<file path="src/rtl/pipe_skid_reg.sv">
// ----------------------------------------------------------------------------
// pipe_skid_reg : elastic valid/ready pipeline register with a one-entry skid
//                 buffer so in_ready is a flop output; supports flush.
// Revision 1.0  : initial release
// ----------------------------------------------------------------------------
`default_nettype none

module pipe_skid_reg #(
  parameter int N = 32
) (
  input  logic         clk,
  input  logic         rst,
  input  logic         flush,
  input  logic         in_valid,
  output logic         in_ready,
  input  logic [N-1:0] in_data,
  output logic         out_valid,
  input  logic         out_ready,
  output logic [N-1:0] out_data,
  output logic [1:0]   count
);

  // State bits are {main_v, skid_v}; 2'b01 cannot be reached.
  typedef enum logic [1:0] {
    EMPTY = 2'b00,
    BUSY  = 2'b10,
    FULL  = 2'b11
  } state_t;

  state_t       state_q, state_d;
  logic [N-1:0] main_q, main_d;
  logic [N-1:0] skid_q, skid_d;
  logic         accept;
  logic         drain;

  assign in_ready  = ~state_q[0];
  assign out_valid = state_q[1];
  assign out_data  = main_q;
  assign accept    = in_valid & in_ready;
  assign drain     = out_valid & out_ready;

  always_ff @(posedge clk) begin
    if (rst) begin
      state_q <= EMPTY;
      main_q  <= '0;
      skid_q  <= '0;
    end else begin
      state_q <= state_d;
      main_q  <= main_d;
      skid_q  <= skid_d;
    end
  end

  always_comb begin
    state_d = state_q;
    main_d  = main_q;
    skid_d  = skid_q;
    if (flush) begin
      // Data registers keep stale contents; only the valid bits are squashed.
      state_d = EMPTY;
    end else begin
      case (state_q)
        EMPTY: begin
          if (accept) begin
            state_d = BUSY;
            main_d  = in_data;
          end
        end
        BUSY: begin
          if (accept && drain) begin
            main_d = in_data;
          end else if (accept) begin
            state_d = FULL;
            skid_d  = in_data;
          end else if (drain) begin
            state_d = EMPTY;
          end
        end
        FULL: begin
          if (drain) begin
            state_d = BUSY;
            main_d  = skid_q;
          end
        end
        default: state_d = EMPTY;
      endcase
    end
  end

  always_comb begin
    count = 2'd0;
    case (state_q)
      BUSY:    count = 2'd1;
      FULL:    count = 2'd2;
      default: count = 2'd0;
    endcase
  end

endmodule

`default_nettype wire
</file>
<file path="config.mk">
export PLATFORM = sky130hd
export DESIGN_NAME = pipe_skid_reg
export DESIGN_NICKNAME = d
export VERILOG_FILES = /design/src/rtl/pipe_skid_reg.sv
export SDC_FILE = /design/constraint.sdc
export NUM_CORES = 1
export LEC_CHECK = 0
export ABC_AREA = 0
export BUFFER_PORTS_ARGS = -buffer_cell sky130_fd_sc_hd__buf_2
export CELL_PAD_IN_SITES_DETAIL_PLACEMENT = 0
export CELL_PAD_IN_SITES_GLOBAL_PLACEMENT = 1
export CORE_MARGIN = 4
export CORE_UTILIZATION = 42
export CTS_CLUSTER_SIZE = 10
export DETAILED_ROUTE_END_ITERATION = 7
export GPL_TIMING_DRIVEN = 0
export PLACE_DENSITY = 0.92
export SYNTH_ARGS = -nofsm -noshare
export SYNTH_HDL_FRONTEND = slang
export SYNTH_SLANG_ARGS = --single-unit
</file>
<file path="constraint.sdc">
create_clock -name clk -period 3.1 [get_ports clk]
set_input_delay 0.31 -clock clk [delete_from_list [all_inputs] [get_ports clk]]
set_output_delay 0.31 -clock clk [all_outputs]
set_load 0.01 [all_outputs]
</file>
# --- After elaboration in Yosys (flattened, before gate mapping) ---
# Index checks and enable logic that the tools add are counted.
word_totals:
  regBits: 66
  output_inout_bits: 36
classes:
  eq_ne: 7
  mux: 11
  bitwise_logic: 5
  n_reduce_logical: 7
op_table:
  columns: ["operator", "count"]
  rows:
  - ["$mux 32", 3]
  - ["$pmux 32 s3", 1]
  - ["$mux 2", 5]
  - ["$ne 2x2->1 const B", 4]
  - ["$reduce_and 4->1", 2]
  - ["$pmux 2 s3", 1]
  - ["$reduce_and 5->1", 1]
  - ["$eq 2x2->1 const B", 2]
  - ["$pmux 2 s2", 1]
  - ["$ne 3x3->1 const B", 1]
  - ["$not 1->1", 3]
  - ["$reduce_bool 3->1", 1]
  - ["$and 1x1->1", 2]
  - ["$logic_not 2->1", 1]
  - ["$reduce_or 2->1", 1]
  - ["$logic_and 1x1->1", 1]

# --- Longest topological paths before layout ---
logic_depth:
  ltp_word: 5
  ltp_mapped: 8

# --- Worst setup path after synthesis ---
# Ideal clock, no wire load.
synth_timing:
  path_type: "reg2reg"
  from: "register state_q[1]"
  to: "register main_q[10], in the netlist out_data[10]"
  setup_time_ns: 0.134
  t_arrival_ns: 1.737
  required_time_ns: 2.966
  slack_ns: 1.229
  path_stages_with_launch: 9
  cell_sequence: "dfxtp_1 -> inv_1 -> ha_1 -> or2_1 -> a221oi_4 -> and2_1 -> buf_2 -> buf_4 -> a211oi_1"
synth_between:
  elab_chain_cells: 4
synth_lines:
  columns: ["element", "line", "source"]
  rows:
  - ["start: declaration", "30", "state_t state_q, state_d;"]
  - ["start signal: assignment", "48", "state_q <= state_d;"]
  - ["$and 1x1->1", "40", "assign drain = out_valid & out_ready;"]
  - ["$logic_and 1x1->1", "70", "if (accept && drain) begin"]
  - ["$ne 2x2->1 (no source line)", null, null]
  - ["$reduce_and 5->1 (no source line)", null, null]
  - ["end signal: assignment", "49", "main_q <= main_d;"]
  - ["end: declaration", "31", "logic [N-1:0] main_q, main_d;"]
# Several ways; a longest one is shown, not always the timed one.
# A chain may end at the register's enable or synchronous reset.

# --- Worst setup path after layout ---
layout_timing:
  from: "register state_q[1]"
  to: "register main_q[13], in the netlist out_data[13]"
# Same word-level chain as after synthesis.

==> results.py <==
metrics = {
    "timing": {
        "holdWs_ns": 0.212,
        "clock.fmax_ghz": 0.485,
        "rsz0062_at_grt": "no",
        "tightest_slew_ns": 0.479,
        "setup_tns_ns": 0,
        "hold_viol": 0,
        "clock_skew_ns": 0.00925,
        "setup_viol": 0,
        "slew_headroom": 0.680,
        "finalCriticalPeriod_ns": 2.06,
        "period_share": 0.665,
        "maxSlewViolCount": 0,
    },
    "logic_synthesis": {
        "avgSynthCellArea_um2": 8.98,
        "ys_seq_area_frac": 0.471,
        "synth_commonest_cells": "67 x nand2_1, 66 x a21oi_1, 66 x dfxtp_1",
        "yosys.cell_count.top_type": "nand2_1",
        "synth_seq_cells": 66,
        "synth_ff_type": "dfxtp_1",
        "synth_edf_count": 0,
        "syn_inst": 312,
        "ys_async_sr_fraction": 0,
        "yosys.area.top_type": "dfxtp_1",
        "synth_fp_nets": 353,
        "synth_top_area_frac": 0.471,
        "yosysWarnings": 0,
        "mappedNetlistArea_um2": 2800,
        "ys_types": 23,
        "synthTopCellsByArea": "dfxtp_1 47%, mux2i_1 12%, a21oi_1 12%, nand2_1 9.0%, a211oi_1 8.6%",
    },
    "grt": {
        "grt_pass1_vias": 2304,
        "grt.met1_usage": 0.221,
        "grt_max_degree": 11,
        "use_met2": 0.296,
        "grt_usage": 0.177,
        "antenna_found_initial": 0,
        "grt-busiest-layer": "met2",
        "grt_pass1_wl_um": 10800,
        "grtUsageMet3": 0.0447,
        "overflow": 0,
    },
    "die": {
        "io_pins": 73,
        "die_h_um": 89.7,
        "core_um2": 6420,
        "start_util": 0.436,
        "die_w_um": 89.7,
        "die_area_um2": 8040,
        "fp-row-count": 29,
    },
    "cells_and_area": {
        "final_util": 0.539,
        "final_nets": 436,
        "synthToLayoutAreaGrowth_pct": 23.6,
        "multi_input_area_um2": 1330,
        "fillerInstances": 612,
        "regArea_um2": 1320,
        "layout-drive-gt1-share": 0.276,
        "antenna_cells": 0,
    },
    "cts": {
        "clock_latency_ns": 0.34,
        "cts_tree": "yes",
        "cts_buffers": 9,
        "clockBufferDepth": 2,
        "htree_num_levels": 3,
        "cts_sinks": 66,
        "cts_resized": 0,
        "cts_root_buf": "clkbuf_8",
        "cts_hold_buf": 0,
        "path_clk_slew_ns": 0.07,
        "cts_setup_buffers": 0,
    },
    "worst_setup_path": {
        "required_ns": 3.30,
        "arrival_ns": 2.26,
        "timing.rr.end": "out_data[13]",
        "cp-start-kind": "flop",
        "r2r_start": "state_q[1]",
        "rrSetupSlack_ns": 1.04,
        "worstPathMaxFanout": 10,
        "reg2regPathDepth": 8,
        "cp-end-kind": "flop",
        "critPathKind": "reg -> reg",
    },
    "place": {
        "buffer_ports.inserted": 72,
        "gp_congestion": 0.751,
        "post-dp-hpwl_um": 4640,
    },
    "pwr": {
        "power.total_mw": 1.91,
        "cellLeakagePower_nw": 1.34,
        "ir_worst_vdd_uv": 284,
        "power_density_nw_per_um2": 552,
    },
    "min_path": {
        "min_from": "in_data[8]",
        "whs_path_depth": 3,
        "worstHoldEndpoint": "skid_q[8]",
        "hold_path_class": "in -> reg",
    },
    "route": {
        "wl_um": 6750,
        "route.vias.total": 2417,
        "drc_errors": 0,
        "antenna_left": 0,
        "vias_per_cell": 5.08,
        "drtPass1Iterations": 4,
        "wl_per_cell_um": 14.2,
        "drt_iter0_drc": 78,
    },
    "outcome": {
        "outcome": "complete, no violations",
    },
    "job": {
        "maxCapViolations": 0,
    },
}
where the power goes:
part	internal (mW)	total, mW	leakage, nW	switching [mW]
sequential	0.895	0.918	0.539	0.0239
combinational	0.110	0.256	0.695	0.146
clock	0.432	0.738	0.106	0.306
total	1.44	1.91	1.34	0.476
layer usage:
layer,part of all wire,vias up
met5,0,-
met4,0.014,0
met3,0.059,10
met2,0.48,56
li1,-,1257
met1,0.44,1094
critical path: stages (launching register included):
cell and delay (ns):
dfxtp_1 0.43, inv_1 0.10, ha_1 0.23, or2_1 0.26, a221oi_4 0.32, and2_1 0.17
buf_2 0.15, buf_4 0.19, a211oi_1 0.08
sequential cells by signal, indices dropped and copies added (netlist names):
name / flops
skid_q: 32
out_data: 32
state_q: 2
how the worst max path moves through the flow:
stage | slack [ns] | depth (start not counted) | end | start
after floorplan | 1.23 | 8 | out_data[10] | state_q[1]
after global placement | 1.06 | 8 | out_data[16] | state_q[1]
after CTS | 1.02 | 8 | out_data[20] | state_q[1]
final | 1.04 | 8 | out_data[13] | state_q[1]
after global routing | 0.88 | 8 | out_data[29] | state_q[1]
after detailed placement | 1.03 | 8 | out_data[16] | state_q[1]
cell usage in the layout (no fill, tap or decap), types with 2 or more instances in the layout:
cell      Yosys  final
a211oi_1     32     32
a21oi_1      66     66
buf_2        14     86
buf_4         6      6
clkbuf_1      8      9
clkbuf_8      0     12
dfxtp_1      66     66
ha_1          4      4
inv_1         2      2
mux2i_1      34     34
nand2_1      67     67
through the flow:
stage	worst slack [ns]	area [µm²]	cells
6_report	1.04	3460	476
5_1_grt	0.879	3460	476
4_1_cts	1.02	3460	476
3_5_place_dp	1.03	3260	461
3_3_place_gp	1.06	3260	461
2_1_floorplan	1.23	2800	312
final cells by class:
type	count	area share
multi-input combinational	216	0.384
sequential	66	0.382
timing repair buffer	72	0.104
clock buffer	13	0.0488
buffer	28	0.0419
tap	77	0.0278
clock inverter	2	0.0101
inverter	2	0.00217
kinds of logic (layout without fill, tap and decap cells):
kind of cell | Yosys count | after routing | synth area share
XOR/XNOR | 1 | 1 | 0.00313
adder cells (fa/ha/maj) | 4 | 4 | 0.0179
multiplexers | 34 | 34 | 0.121
flip-flops | 66 | 66 | 0.471
AND/OR/NAND/NOR | 76 | 76 | 0.114
buffers and inverters | 30 | 117 | 0.0545
AO/OA/AOI/OAI | 101 | 101 | 0.218
Power figures use the tool's default switching activity.
